<file path="config.mk">
export PLATFORM = sky130hd
export DESIGN_NAME = stopwatch_ctrl
export DESIGN_NICKNAME = d
export VERILOG_FILES = /design/src/rtl/stopwatch_ctrl.sv
export SDC_FILE = /design/constraint.sdc
export NUM_CORES = 1
export LEC_CHECK = 0
export ABC_AREA = 1
export ABC_CLOCK_PERIOD_IN_PS = 7030
export BUFFER_PORTS_ARGS = -buffer_cell sky130_fd_sc_hd__buf_2
export CAP_MARGIN = 30
export CORE_MARGIN = 4
export CORE_UTILIZATION = 50
export DETAILED_ROUTE_END_ITERATION = 8
export HOLD_SLACK_MARGIN = 0.08
export PLACE_DENSITY = 0.67
export SLEW_MARGIN = 20
export SYNTH_ARGS = -nofsm -noshare
export SYNTH_HDL_FRONTEND = slang
export SYNTH_SLANG_ARGS = --single-unit
</file>
<file path="constraint.sdc">
create_clock -name clk -period 7.03 [get_ports clk]
set_input_delay 1.406 -clock clk [delete_from_list [all_inputs] [get_ports clk]]
set_output_delay 1.406 -clock clk [all_outputs]
set_load 0.02 [all_outputs]
</file>
<file path="src/rtl/stopwatch_ctrl.sv">
`default_nettype none
// ============================================================================
// Module   : stopwatch_ctrl
// Purpose  : Debounced front-panel controller with PAUSED/RUN/ADJUST mode FSM.
// Revision : 1.0 - initial release
// ============================================================================

module stopwatch_ctrl_debounce #(
   parameter int DEBOUNCE_CYCLES = 500000
) (
   input  logic clk,
   input  logic rst_n,
   input  logic raw_i,
   input  logic vld_i,
   output logic level_o,
   output logic press_o
);

   localparam int c_CNT_W = (DEBOUNCE_CYCLES > 2) ? $clog2(DEBOUNCE_CYCLES) : 1;
   localparam logic [c_CNT_W-1:0] c_CNT_MAX = c_CNT_W'(DEBOUNCE_CYCLES - 1);

   logic               meta_q;
   logic               sync_q;
   logic               level_q;
   logic               level_d;
   logic               prev_q;
   logic               arm_q;
   logic               arm_d;
   logic [c_CNT_W-1:0] cnt_q;
   logic [c_CNT_W-1:0] cnt_d;

   always_ff @(posedge clk or negedge rst_n) begin
      if (!rst_n) begin
         meta_q  <= 1'b0;
         sync_q  <= 1'b0;
         level_q <= 1'b0;
         prev_q  <= 1'b0;
         arm_q   <= 1'b0;
         cnt_q   <= '0;
      end else begin
         meta_q  <= raw_i;
         sync_q  <= meta_q;
         level_q <= level_d;
         prev_q  <= level_q;
         arm_q   <= arm_d;
         cnt_q   <= cnt_d;
      end
   end

   always_comb begin
      level_d = level_q;
      cnt_d   = '0;
      if (sync_q != level_q) begin
         if (cnt_q == c_CNT_MAX) begin
            level_d = sync_q;
         end else begin
            cnt_d = cnt_q + 1'b1;
         end
      end
   end

   // A press is only honoured once the input has been seen released after
   // reset, so a button held through reset stays silent until re-pressed.
   assign arm_d   = arm_q | (vld_i & ~sync_q & ~level_q);
   assign level_o = level_q;
   assign press_o = level_q & ~prev_q & arm_q;

endmodule

module stopwatch_ctrl #(
   parameter int DEBOUNCE_CYCLES = 500000,
   parameter int BLINK_CYCLES    = 25000000
) (
   input  logic       clk,
   input  logic       rst_n,
   input  logic       btn_pause,
   input  logic       btn_reset,
   input  logic       btn_sel,
   input  logic       btn_inc,
   input  logic       sw_adj,
   input  logic [4:0] min_l,
   input  logic [4:0] min_r,
   input  logic [4:0] sec_l,
   input  logic [4:0] sec_r,
   output logic       ctr_rst,
   output logic       paused,
   output logic       adj,
   output logic [1:0] adj_sel,
   output logic [3:0] adj_val,
   output logic       adj_we,
   output logic       blink
);

   localparam int c_BLK_W = (BLINK_CYCLES > 2) ? $clog2(BLINK_CYCLES) : 1;
   localparam logic [c_BLK_W-1:0] c_BLK_MAX = c_BLK_W'(BLINK_CYCLES - 1);

   typedef enum logic [1:0] {
      ST_PAUSED = 2'd0,
      ST_RUN    = 2'd1,
      ST_ADJUST = 2'd2
   } state_t;

   state_t             state_q;
   state_t             state_d;
   logic [1:0]         vld_q;
   logic [4:0]         raw_w;
   logic [4:0]         deb_level_w;
   logic [4:0]         deb_press_w;
   logic               unused_w;

   logic               ctr_rst_q, ctr_rst_d;
   logic               paused_q, paused_d;
   logic               adj_q, adj_d;
   logic [1:0]         adj_sel_q, adj_sel_d;
   logic [3:0]         adj_val_q, adj_val_d;
   logic               adj_we_q, adj_we_d;
   logic               sel_pend_q, sel_pend_d;
   logic               blink_q, blink_d;
   logic [c_BLK_W-1:0] blk_cnt_q, blk_cnt_d;

   logic               pause_press_w;
   logic               reset_press_w;
   logic               sel_press_w;
   logic               inc_press_w;
   logic               adj_level_w;
   logic [4:0]         digit_w;
   logic [5:0]         limit_w;
   logic [5:0]         digit_inc_w;
   logic [3:0]         next_val_w;

   assign raw_w = {sw_adj, btn_inc, btn_sel, btn_reset, btn_pause};

   // Marks the synchronizer as holding real samples rather than reset zeros.
   always_ff @(posedge clk or negedge rst_n) begin
      if (!rst_n) begin
         vld_q <= 2'b00;
      end else begin
         vld_q <= {vld_q[0], 1'b1};
      end
   end

   generate
      for (genvar gi = 0; gi < 5; gi++) begin : g_cond
         stopwatch_ctrl_debounce #(
            .DEBOUNCE_CYCLES(DEBOUNCE_CYCLES)
         ) u_deb (
            .clk     (clk),
            .rst_n   (rst_n),
            .raw_i   (raw_w[gi]),
            .vld_i   (vld_q[1]),
            .level_o (deb_level_w[gi]),
            .press_o (deb_press_w[gi])
         );
      end
   endgenerate

   assign pause_press_w = deb_press_w[0];
   assign reset_press_w = deb_press_w[1];
   assign sel_press_w   = deb_press_w[2];
   assign inc_press_w   = deb_press_w[3];
   assign adj_level_w   = deb_level_w[4];
   assign unused_w      = ^{deb_level_w[3:0], deb_press_w[4]};

   always_comb begin
      digit_w = min_l;
      unique case (adj_sel_q)
         2'd0: digit_w = min_l;
         2'd1: digit_w = min_r;
         2'd2: digit_w = sec_l;
         2'd3: digit_w = sec_r;
         default: digit_w = min_l;
      endcase
   end

   // Tens-of-seconds wraps at 6; the others at 10. Out-of-range inputs load 0.
   assign limit_w     = (adj_sel_q == 2'd2) ? 6'd6 : 6'd10;
   assign digit_inc_w = {1'b0, digit_w} + 6'd1;
   assign next_val_w  = (digit_inc_w < limit_w) ? digit_inc_w[3:0] : 4'd0;

   always_ff @(posedge clk or negedge rst_n) begin
      if (!rst_n) begin
         state_q    <= ST_PAUSED;
         ctr_rst_q  <= 1'b0;
         paused_q   <= 1'b1;
         adj_q      <= 1'b0;
         adj_sel_q  <= 2'd0;
         adj_val_q  <= 4'd0;
         adj_we_q   <= 1'b0;
         sel_pend_q <= 1'b0;
         blink_q    <= 1'b0;
         blk_cnt_q  <= '0;
      end else begin
         state_q    <= state_d;
         ctr_rst_q  <= ctr_rst_d;
         paused_q   <= paused_d;
         adj_q      <= adj_d;
         adj_sel_q  <= adj_sel_d;
         adj_val_q  <= adj_val_d;
         adj_we_q   <= adj_we_d;
         sel_pend_q <= sel_pend_d;
         blink_q    <= blink_d;
         blk_cnt_q  <= blk_cnt_d;
      end
   end

   always_comb begin
      state_d    = state_q;
      ctr_rst_d  = 1'b0;
      adj_sel_d  = adj_sel_q;
      adj_val_d  = adj_val_q;
      adj_we_d   = 1'b0;
      sel_pend_d = 1'b0;
      unique case (state_q)
         ST_PAUSED, ST_RUN: begin
            if (reset_press_w) begin
               ctr_rst_d = 1'b1;
               state_d   = ST_PAUSED;
            end else if (adj_level_w) begin
               state_d   = ST_ADJUST;
               adj_sel_d = 2'd0;
            end else if (pause_press_w) begin
               state_d = (state_q == ST_RUN) ? ST_PAUSED : ST_RUN;
            end
         end
         ST_ADJUST: begin
            // A sel that coincided with an inc advances one cycle late so the
            // cursor stays on the written digit while adj_we is high.
            if (sel_pend_q) begin
               adj_sel_d = adj_sel_q + 2'd1;
            end
            if (reset_press_w) begin
               ctr_rst_d = 1'b1;
               adj_sel_d = 2'd0;
            end else if (!adj_level_w) begin
               state_d = ST_PAUSED;
            end else begin
               if (inc_press_w) begin
                  adj_val_d  = next_val_w;
                  adj_we_d   = 1'b1;
                  sel_pend_d = sel_press_w;
               end else if (sel_press_w) begin
                  adj_sel_d = adj_sel_q + 2'd1;
               end
            end
         end
         default: state_d = ST_PAUSED;
      endcase
      paused_d = (state_d != ST_RUN);
      adj_d    = (state_d == ST_ADJUST);
   end

   always_comb begin
      blk_cnt_d = '0;
      blink_d   = 1'b0;
      if ((state_q == ST_ADJUST) && (state_d == ST_ADJUST)) begin
         blink_d = blink_q;
         if (blk_cnt_q == c_BLK_MAX) begin
            blink_d = ~blink_q;
         end else begin
            blk_cnt_d = blk_cnt_q + 1'b1;
         end
      end
   end

   assign ctr_rst = ctr_rst_q;
   assign paused  = paused_q;
   assign adj     = adj_q;
   assign adj_sel = adj_sel_q;
   assign adj_val = adj_val_q;
   assign adj_we  = adj_we_q;
   assign blink   = blink_q;

endmodule

`default_nettype wire

</file>
# --- Word level (Yosys, flattened, before mapping) ---
# Cells that the tools add are included.
op_classes:
  n_mux: 42
  n_eq_ne: 21
  order_cmp: 1
  add_sub_neg: 8
  n_reduce_logical: 13
  bitwise_logic: 34
op_table:
  columns: ["op", "count"]
  rows:
  - ["$mux W19", 10]
  - ["$add A19 B1 Y19 const B", 5]
  - ["$eq A19 B19 Y1 const B", 5]
  - ["$mux W25", 2]
  - ["$add A25 B1 Y25 const B", 1]
  - ["$eq A25 B25 Y1 const B", 1]
  - ["$mux W2", 12]
  - ["$pmux W5 S4", 1]
  - ["$and A1 B1 Y1", 16]
  - ["$not A1 Y1", 14]
  - ["$mux W1", 13]
  - ["$reduce_and A2 Y1", 5]
  - ["$eq A2 B2 Y1 const B", 4]
  - ["$mux W4", 2]
  - ["$pmux W2 S2", 2]
  - ["$add A5 B1 Y6 const B", 1]
  - ["$lt A6 B4 Y1", 1]
  - ["$ne A2 B1 Y1 const B", 3]
  - ["$ne A1 B1 Y1", 5]
  - ["$eq A2 B1 Y1 const B", 2]
  - ["$logic_not A2 Y1", 2]
  - ["$or A1 B1 Y1", 4]
  - ["$reduce_and A4 Y1", 1]
  - ["$reduce_and A3 Y1", 1]
  - ["6 further kinds", 6]
word_totals:
  elab_cells: 158
  register_bits: 159
  output_inout_bits: 11
  in_bits: 27

# --- Logic depth before layout (Yosys ltp) ---
depth:
  depth_word: 10
  depth_mapped: 16
  mapped_depth_nobuf: 16

# --- Modules after synthesis ---
# Synthesis repeated with hierarchy kept, for this count alone.
hier_totals:
  cells_unflattened: 1114
  area_unflattened_um2: 8730.9
by_module_without_submodules:
  columns: ["module", "area_each_um2", "seq_area_each_um2", "cells_per_inst", "n_inst"]
  rows:
  - ["stopwatch_ctrl_debounce", 1261.2, 600.6, 157, 5]
  - ["stopwatch_ctrl", 2424.8, 1027.2, 329, 1]

# --- Worst setup path after synthesis ---
# No wires, ideal clock.
synth_timing:
  kind: "input to register"
  startpoint: "in sec_l[0]"
  endpoint: "reg adj_val_q[0] (netlist: adj_val[0])"
  path_slack_ns: 3.946
  t_arrival_ns: 3.018
  stages: 14
  setup_ns: 0.065
  n_path_buf: 0
  required_time_ns: 6.965
  cell_sequence: "nand2_1 nand2_1 nor2_1 nor2_1 ha_1 xnor2_1 inv_1 ha_1 a21o_1 a21oi_1 nand2_1 nor2_1 nand2_1 nand2_1"
synth_between:
  elab_chain_len: 4
synth_rtl:
  columns: ["item", "line", "rtl"]
  rows:
  - ["start: declaration", "83", "input logic [4:0] sec_l,"]
  - ["$pmux W5 S4 (*)", "166", "unique case (adj_sel_q)"]
  - ["$add A5 B1 Y6 (*)", "177", "assign digit_inc_w = {1'b0, digit_w} + 6'd1;"]
  - ["$lt A6 B4 Y1", "178", "assign next_val_w = (digit_inc_w < limit_w) ? digit_inc_w[3:0] : 4'd0;"]
  - ["$mux W4 (*)", "178", null]
  - ["end signal: assignment", "198", "adj_val_q <= adj_val_d;"]
  - ["end: declaration", "115", "logic [3:0] adj_val_q, adj_val_d;"]
# Mark *: on every way between the ends. The rest lies on a longest branch, timed or not.
# A chain may end at the register's enable or synchronous reset.

# --- Final worst setup path ---
layout_timing:
  startpoint: "in sec_l[0]"
  endpoint: "reg adj_val_q[3] (netlist: adj_val[3])"
# The elaborated chain is that of the path after synthesis.

==> results.py <==
metrics = {
    "critical_path": {
        "critical_path.endpoint": "adj_val[3]$_DFFE_PN0P_",
        "timing.critical_path.mode_cell": "nand2_1",
        "slowest_stage": "ha_1",
        "cp.required_ns": 7.39,
        "crit-reg2reg-launch": "adj_sel[0]$_DFFE_PN0P_",
        "critPathKind": "in2reg",
        "worstReg2RegEnd": "adj_val[3]$_DFFE_PN0P_",
        "worstRegToRegCells": 16,
        "crit_chain": "buf_2, nand2_1, nand2_1, nor2_1, nor2_1, ha_1, xnor2_1, inv_1, ha_1, a21o_1, a21oi_1, nand2_1, nor2_1, nand2_1, nand2_1",
        "timing.critical_path.from": "sec_l[0]",
        "path_delay_family": "simple AND/OR/NAND/NOR gates",
        "worstSetupEndpointType": "flop",
        "worst-r2r-setup-slack_ns": 4.09,
        "cp_slowest_stage_delay_ns": 0.28,
        "setup.worst_path.start_class": "input port",
        "critical_path_peak_fanout": 5,
        "path_buf_inv": 2,
        "cp_num_cells": 15,
        "cp.arrival_ns": 3.40,
    },
    "sta": {
        "final.setup.tns_ns": 0,
        "layout_worst_path_cycle_share": 0.433,
        "final.setup_skew_ns": 0.00681,
        "hold_viol_final": 0,
        "setup_repair_after_global_routing_missed_its_margin": "false",
        "final_critical_path_setup_slack_ns": 3.99,
        "setup_violations": 0,
        "maxClockFrequency_mhz": 329,
        "tightest_slew_ns": 0.797,
        "number_of_max_slew_violations_in_the_final_report": 0,
        "post-route-min-period_ns": 3.04,
        "slew_headroom": 0.469,
    },
    "cts": {
        "clock_tree.buffer_depth": 2,
        "clk_pin_slew_ns": 0.06,
        "cts_resized": 0,
        "cts-hold-fix-buffers": 0,
        "cts.sink_count": 159,
        "tritoncts_clock_tree": "done",
        "cts_buffers": 17,
        "clock_tree.root_cell": "clkbuf_16",
        "worst_skew_pair.late_latency_ns": 0.42,
        "postCtsSetupBuffers": 0,
        "cts.htree.levels": 4,
    },
    "synthesis": {
        "synth_ff_type": "dfrtp_1",
        "ys.warnings.count": 0,
        "syn_avg_cell_area_um2": 7.74,
        "complex_gate_fraction_of_the_synthesized_area": 0.0434,
        "synth_cell_types": 44,
        "synthesis.nets": 1134,
        "post_synth_xor_area_fraction": 0.0507,
        "synth.ff_latch_count": 159,
        "async_flop_share": 1.00,
        "synth_edf_count": 0,
        "largest_family_of_logic_cells_by_synthesized_area": "simple AND/OR/NAND/NOR gates",
        "syn_inst": 1094,
        "synthesis.area_um2": 8470,
        "synth-simple-area-share": 0.350,
        "synth.yosys.seq_area_share": 0.470,
        "synth.area.mux_share": 0.00133,
        "post_synth_fa_ha_maj_area_fraction": 0.0192,
    },
    "route": {
        "post_drt_wl_per_cell_um": 12.6,
        "vias": 7083,
        "routed_wl_um": 17400,
        "drt_iter0_drc": 393,
        "viasPerCell": 5.14,
        "drt_first_pass_iters": 5,
        "antenna_violating_nets_post_route": 0,
        "drc_errors": 0,
    },
    "global_route": {
        "grt_pass1_wl_um": 30400,
        "grt_start_max_net_pins": 90,
        "grt-ovfl-total": 0,
        "grt.total_usage": 0.188,
        "via_count_of_the_first_global_routing_pass": 6626,
        "antenna_found_initial": 0,
    },
    "power_and_ir_drop": {
        "p_leak_nw": 4.19,
        "p_per_area_nw_per_um2": 202,
        "max-vdd-ir-drop_v": 0.000193,
    },
    "final_layout": {
        "leading_cell_type_in_the_layout_fill_and_taps_excluded": "nor2_1",
        "finish.instance_area_um2": 9550,
        "proportion_of_layout_cells_with_a_drive_suffix_above_1": 0.0837,
        "area_delta_synth_final_pct": 12.7,
        "antenna_cells_inserted": 0,
        "nNetsFinal": 1188,
        "most-common-layout-cells": "nor2_1 (216), nand2_1 (210), dfrtp_1 (158)",
    },
    "floorplan": {
        "die-height_um": 138,
        "num_rows": 47,
        "floorplan.die_area_um2": 19100,
        "chipWidth_um": 138,
        "ioPinCount": 38,
        "initial_utilization": 0.511,
        "fp.coreArea_um2": 16600,
    },
    "outcome": {
        "run_status": "finished clean",
    },
    "hold_path": {
        "hold_path.class": "reg2reg",
    },
    "place": {
        "hpwl_um": 12600,
        "gp_congestion": 0.905,
        "post_dp_area_um2": 8920,
        "placement.io_buffers": 37,
        "detailedPlace.worstSlack_ns": 3.62,
    },
    "flow_run": {
        "drv.max_cap_violation_count": 0,
    },
}
-- synthesized netlist by cell type, drive strengths merged, types with 2 or more instances --
cell type  instances  area, µm²
o21bai             4       33.8
dfrtp            158       3950
or2                6       37.5
nor2             226        888
a31oi              2       12.5
nand3b             5       37.5
a21oi             33        165
buf                3       17.5
nor4               7       43.8
xnor2              9       78.8
nand2            216        826
nor3b             12       90.1
nor3              58        307
a21o               6       45.0
nand4             45        288
xor2              40        350
nand3             86        435
inv              139        522
a211oi             3       22.5
o21ai             13       65.1
ha                13        163
-- worst min-delay path by stage --
stage | cells past startpoint | endpoint | from | slack, ns
floorplan | 0 | g_cond[0].u_deb.sync_q$_DFF_PN0_ | g_cond[0].u_deb.meta_q$_DFF_PN0_ | 0.33
global placement | 0 | g_cond[0].u_deb.sync_q$_DFF_PN0_ | g_cond[0].u_deb.meta_q$_DFF_PN0_ | 0.33
detailed placement | 0 | g_cond[1].u_deb.sync_q$_DFF_PN0_ | g_cond[1].u_deb.meta_q$_DFF_PN0_ | 0.33
CTS | 0 | g_cond[1].u_deb.sync_q$_DFF_PN0_ | g_cond[1].u_deb.meta_q$_DFF_PN0_ | 0.35
global route | 0 | g_cond[1].u_deb.sync_q$_DFF_PN0_ | g_cond[1].u_deb.meta_q$_DFF_PN0_ | 0.35
finish | 0 | g_cond[1].u_deb.sync_q$_DFF_PN0_ | g_cond[1].u_deb.meta_q$_DFF_PN0_ | 0.35
-- report_power, final --
| group | total [W] | internal, W | switching [W] |
|---|---|---|---|
| sequential | 0.000936 | 0.000926 | 0.0000105 |
| combinational | 0.0000664 | 0.0000203 | 0.0000461 |
| clock | 0.000924 | 0.000575 | 0.000349 |
| total | 0.00193 | 0.00152 | 0.000406 |
-- cells by family (layout without fill, tap and decap cells) --
logic type,Yosys count,in the layout
AND/OR/NAND/NOR,663,663
flip-flops,159,159
buffers and inverters,144,209
AO/OA/AOI/OAI,64,64
XOR/XNOR,49,49
adder cells (fa/ha/maj),13,13
other,1,1
multiplexers,1,1
-- worst register-to-register path: stages, from the launching register on --
cell	delay (ns)
dfrtp_1	0.44
inv_1	0.14
ha_1	0.34
nand2_1	0.10
nand2_1	0.07
nor2_1	0.04
nor2_1	0.24
ha_1	0.25
xnor2_1	0.16
inv_1	0.07
ha_1	0.28
a21o_1	0.18
a21oi_1	0.11
nand2_1	0.07
nor2_1	0.22
nand2_1	0.11
nand2_1	0.07
-- layout make-up --
type | count | area, µm²
Clock buffer | 21 | 460
Tap cell | 220 | 275
Multi-Input combinational cell | 791 | 3940
Sequential cell | 159 | 3980
Inverter | 140 | 526
Fill cell | 1550 | 7040
Timing Repair Buffer | 39 | 226
Clock inverter | 9 | 135
-- registers in the layout, indices dropped and copies added, names as in the netlist, 2 cells and up --
| signal | flops |
|---|---|
| g_cond.u_deb.meta_q | 5 |
| g_cond.u_deb.prev_q | 4 |
| adj_val | 4 |
| state_q | 2 |
| blk_cnt_q | 25 |
| g_cond.u_deb.arm_q | 4 |
| g_cond.u_deb.sync_q | 5 |
| g_cond.u_deb.cnt_q | 95 |
| vld_q | 2 |
| g_cond.u_deb.level_o | 5 |
| adj_sel | 2 |
-- metrics by stage --
stage / power, W / std cells / hold WS [ns] / util
floorplan: 0.000981 / 1094 / 0.331 / -
global placement: 0.00102 / 1348 / 0.333 / 0.538
detailed placement: 0.00102 / 1348 / 0.335 / 0.538
CTS: 0.00195 / 1378 / 0.349 / 0.574
global route: 0.00200 / 1379 / 0.351 / 0.576
finish: 0.00193 / 1379 / 0.347 / 0.576
-- routing by layer --
layer  global-route usage  wire length, µm  vias up
met1                0.265             8590     3262
met3               0.0397              758       12
met5                    0                0        -
met4               0.0588              214        0
met2                0.293             7860      159
li1                     -                -     3650
No activity file was read; power rests on OpenSTA's default activity.
